`src/rtl/frame_spill_fill.sv`:
```
// Spills a 15-word register frame to memory on save and refills it on restore, then pulses restore.
// Latency: save = 16 cycles, fill = 17 cycles with zero-wait acks; a low mem_ack holds the current word and adds one cycle.
module frame_spill_fill #(
    parameter int NREGS   = 15,
    parameter int WIDTH   = 16,
    parameter int FRAME_W = NREGS * WIDTH
) (
    input  logic               clk,
    input  logic               reset_n,
    input  logic               save_req,
    input  logic               restore_req,
    input  logic [WIDTH-1:0]   base_addr,
    input  logic [FRAME_W-1:0] fc_snapshot,
    output logic [FRAME_W-1:0] fc_image,
    output logic               restore_pulse,
    output logic               busy,
    output logic               done,
    output logic [WIDTH-1:0]   frame_end,
    output logic               mem_req,
    output logic               mem_we,
    output logic [WIDTH-1:0]   mem_addr,
    output logic [WIDTH-1:0]   mem_wdata,
    input  logic               mem_ack,
    input  logic [WIDTH-1:0]   mem_rdata
);

    localparam int IW = $clog2(NREGS);
    localparam logic [IW-1:0] LAST_IDX = IW'(NREGS - 1);

    typedef enum logic [2:0] {
        IDLE,
        SAVE,
        FILL,
        APPLY,
        DONE
    } state_t;

    state_t             state, state_n;
    logic [IW-1:0]      idx, idx_n;
    logic [WIDTH-1:0]   base, base_n;
    logic [FRAME_W-1:0] shadow, shadow_n;
    logic [WIDTH-1:0]   frame_end_q, frame_end_n;

    always_ff @(posedge clk) begin
        if (!reset_n) begin
            state       <= IDLE;
            idx         <= '0;
            base        <= '0;
            shadow      <= '0;
            frame_end_q <= '0;
        end else begin
            state       <= state_n;
            idx         <= idx_n;
            base        <= base_n;
            shadow      <= shadow_n;
            frame_end_q <= frame_end_n;
        end
    end

    always_comb begin
        state_n       = state;
        idx_n         = idx;
        base_n        = base;
        shadow_n      = shadow;
        frame_end_n   = frame_end_q;
        mem_req       = 1'b0;
        mem_we        = 1'b0;
        mem_addr      = '0;
        mem_wdata     = '0;
        restore_pulse = 1'b0;
        done          = 1'b0;
        busy          = (state != IDLE);

        case (state)
            IDLE: begin
                // Save has priority; a coincident restore is dropped, not queued.
                if (save_req || restore_req) begin
                    base_n      = base_addr;
                    idx_n       = '0;
                    frame_end_n = base_addr + WIDTH'(NREGS);
                    if (save_req) begin
                        shadow_n = fc_snapshot;
                        state_n  = SAVE;
                    end else begin
                        state_n  = FILL;
                    end
                end
            end
            SAVE: begin
                mem_req   = 1'b1;
                mem_we    = 1'b1;
                mem_addr  = base + WIDTH'(idx);
                mem_wdata = shadow[idx*WIDTH +: WIDTH];
                if (mem_ack) begin
                    if (idx == LAST_IDX) state_n = DONE;
                    else                 idx_n   = idx + 1'b1;
                end
            end
            FILL: begin
                mem_req  = 1'b1;
                mem_addr = base + WIDTH'(idx);
                if (mem_ack) begin
                    shadow_n[idx*WIDTH +: WIDTH] = mem_rdata;
                    if (idx == LAST_IDX) state_n = APPLY;
                    else                 idx_n   = idx + 1'b1;
                end
            end
            APPLY: begin
                restore_pulse = 1'b1;
                state_n       = DONE;
            end
            DONE: begin
                done    = 1'b1;
                state_n = IDLE;
            end
            default: state_n = IDLE;
        endcase
    end

    assign fc_image  = shadow;
    assign frame_end = frame_end_q;

endmodule

```
`config.mk`:
```
export PLATFORM = sky130hd
export DESIGN_NAME = frame_spill_fill
export DESIGN_NICKNAME = d
export VERILOG_FILES = /design/src/rtl/frame_spill_fill.sv
export SDC_FILE = /design/constraint.sdc
export NUM_CORES = 1
export LEC_CHECK = 0
export ABC_AREA = 0
export CORE_ASPECT_RATIO = 1.4
export CORE_MARGIN = 3
export CORE_UTILIZATION = 29
export CTS_CLUSTER_SIZE = 40
export DETAILED_ROUTE_END_ITERATION = 10
export DONT_BUFFER_PORTS = 1
export PLACE_DENSITY = 0.53
export SYNTH_ARGS = -nofsm -noshare
export SYNTH_HDL_FRONTEND = slang
export SYNTH_SLANG_ARGS = --single-unit
```
`constraint.sdc`:
```
create_clock -name clk -period 10.1 [get_ports clk]
set_clock_uncertainty 0.15 [all_clocks]
set_input_delay 1.01 -clock clk [delete_from_list [all_inputs] [get_ports clk]]
set_output_delay 1.01 -clock clk [all_outputs]
set_load 0.02 [all_outputs]
```
==> flow_summary.toml <==
[pwr]
peakVddDrop_mv = 0.1196
p_leak_nw = 5.173
power-per-cell-area_mw_per_mm2 = 238.8

[sta]
final_hold_viol_count = 0
period_needed_ns = 5.297
setup_violations = 0
worst_pin_slew_ns = 1.335
fmax_mhz = 188.8
relSlewSlack_pct = 11.00
finalCritPeriodShare_pct = 52.45
drv_slew = 0
finalWorstSetupSlack_ns = 4.803
hold_slack_ns = 0.3148
setup_tns_ns = 0
rsz0062_at_grt = "no"

[synth]
synth_cells = 1797
synth-warning-count = 0
ys_seq_area_share_pct = 37.17
synth.distinct_cells = 75
synth-main-ff-cell = "dfxtp_1"
ys_ff_latch = 279
syn_avg_cell_area_sq_um = 8.362
netlist_area_sq_mm = 0.01503
yosys-top-cells-count = "279 x dfxtp_1, 221 x a21oi_1, 169 x nand2_1"
async_reset_ff_share_pct = 0
syn_nets = 2084
yosysMostFrequentCell = "dfxtp_1"
synth_edf_count = 0
synth_area_leader_cell = "dfxtp_1"
synth.area.top_cells = "dfxtp_1 37%, a21oi_1 7.4%, o21ai_0 5.0%"
synth.top_cell.area_share_pct = 37.17

[clock_network]
cts_tree = "done"
cts_buffers = 30
hold_buffers = 0
ctsResizeCount = 0
cts.htree.levels = 1
clk_transition_reported_paths_ns = 0.07
ctsRootBufferMaster = "clkbuf_16"
postCtsSetupBuffers = 0
clk_latency_ns = 0.59
cts_buffer_depth = 3
clock-sinks = 279

[global_route]
grt.overflow.total = 0
grt_first_pass_wirelength_mm = 113.2
grt_max_degree = 173
grt_pass1_vias = 14320
antenna_found_initial = 4
grt.total_usage_pct = 28.59

[layout]
nets = 1943
fin_area_sq_mm = 0.01618
syn_to_final_growth_pct = 7.702
drive_gt1_share_pct = 10.07
final_core_util_pct = 31.65

[placed_design]
hpwl_mm = 60.89
place_ws_ns = 5.185
place_area_sq_mm = 0.01514
port_buffers = 0
gp_congestion = 0.9173

[die]
die-area_sq_mm = 0.05462
start_util_pct = 29.39
dieHeight_um = 275.3
ios = 570
die_x_um = 198.4
row_count = 98
core_area_sq_mm = 0.05113

[setup_path]
crit_family = "flip-flops"
crit_arrival_ns = 4.14
slowest_delay_ns = 0.99
criticalPathCategory = "register to output port"
worstPathCellList = "inv_1 > fa_1 > nor2b_1 > o21ai_0 > a211oi_1 > xnor2_1 > nor2_1"
required_ns = 8.94
cp-end-kind = "output port"
start_kind = "register"
crit_buf_inv = 1
critPathSlowestCell = "dfxtp_4"
cp_max_fo = 59

[detailed_routing]
viasPerCell = 6.509
drt_wl_total_mm = 83.82
first_pass_iters = 9
drt_iter0_drc = 1593
drc = 0
antenna_left = 0
wl_per_cell_um = 35.88
vias = 15210

[worst_hold_path]
hold_class = "register to register"

[run]
max_cap_violations = 0

[run_status]
status = "finished clean"
final timing paths:
| path | end | from | slack, ns | depth (start not counted) |
|---|---|---|---|---|
| min | base[3] | base[3] | 0.31 | 2 |
| max | mem_addr[10] | idx[1] | 4.80 | 7 |
| min reg2reg | base[3] | base[3] | 0.31 | 2 |
| max reg2reg | fc_image[96] | idx[1] | 5.08 | 7 |
logic make-up (layout without fill, tap and decap cells):
kind of cell | after synthesis | in the layout | share of synthesized area, %
XOR/XNOR | 29 | 29 | 1.865
AND/OR/NAND/NOR | 402 | 402 | 12.62
other | 0 | 7 | 0
AO/OA/AOI/OAI | 743 | 743 | 32.37
adder cells (fa/ha/maj) | 10 | 10 | 0.8826
multiplexers | 97 | 97 | 8.060
flip-flops | 279 | 279 | 37.17
buffers and inverters | 237 | 119 | 7.027
state kept, by name, summed over array words and instances (netlist names):
signal,count
base,16
fc_image,240
frame_end,16
idx,4
state,3
stage by stage:
step	instances	total power, W
finish	2336	0.003865
global route	2332	0.004006
CTS	2329	0.003872
detailed placement	2274	0.002706
global placement	2274	0.002686
floorplan	1797	0.002344
report_power, final:
group,switching [W],leakage (nW),internal [W]
Clock,0.000508,0.502,0.000659
Sequential,0.000507,2.31,0.00130
Combinational,0.000603,2.36,0.000291
worst reg2reg max path, cell delays in order, from the launching register on:
cell	delay (ns)
dfxtp_4	0.99
inv_1	0.73
ha_1	0.85
nand2_1	0.27
a2111oi_4	1.03
o21a_2	0.62
nand2b_1	0.18
a21oi_1	0.06
layout by cell type (no fill, tap or decap), types with 5 or more instances in the layout:
cell         n
o21a_1       5
diode_2      7
mux4_2      16
ha_1         9
nand4_1      8
xnor2_1     11
clkinv_2     6
xor2_1      16
clkbuf_16   32
and2_1       5
a211oi_1    25
o221ai_1    45
nand3_1     61
a222oi_1    15
o21ai_1     30
dfxtp_1    276
o21ai_0    151
a31oi_1      5
a311oi_2     9
a311oi_1     6
a41oi_1     15
nor2b_1     21
o22ai_1     48
inv_1       43
a21oi_1    220
clkbuf_8     8
nor2_1      80
a22oi_1     65
and4_1       5
nor2_2       5
nand2b_1     9
nor3_1       7
buf_4       20
a21oi_2      5
a32oi_1     78
mux2_2      32
mux2i_1     49
nand2_1    168
metal layers:
layer	part of all wire [%]	routed length [um]	global-route usage [%]	up-vias
li1	-	-	-	6510
met1	37	30710	34.58	7435
met2	48	40010	47.52	1030
met3	9.6	8031	6.654	231
met4	6.0	5067	14.33	0
met5	0	0	0	-
cell type report:
| cell class | count | area, sq um |
|---|---|---|
| fill | 5396 | 34950 |
| multi-input combinational | 1281 | 8417 |
| sequential | 279 | 5597 |
| clock buffer | 43 | 922.1 |
| tap | 650 | 813.3 |
| inverter | 44 | 167.7 |
| timing repair buffer | 20 | 150.1 |
| clock inverter | 12 | 100.1 |
| antenna | 7 | 17.52 |
(Power assumes the default switching activity.)
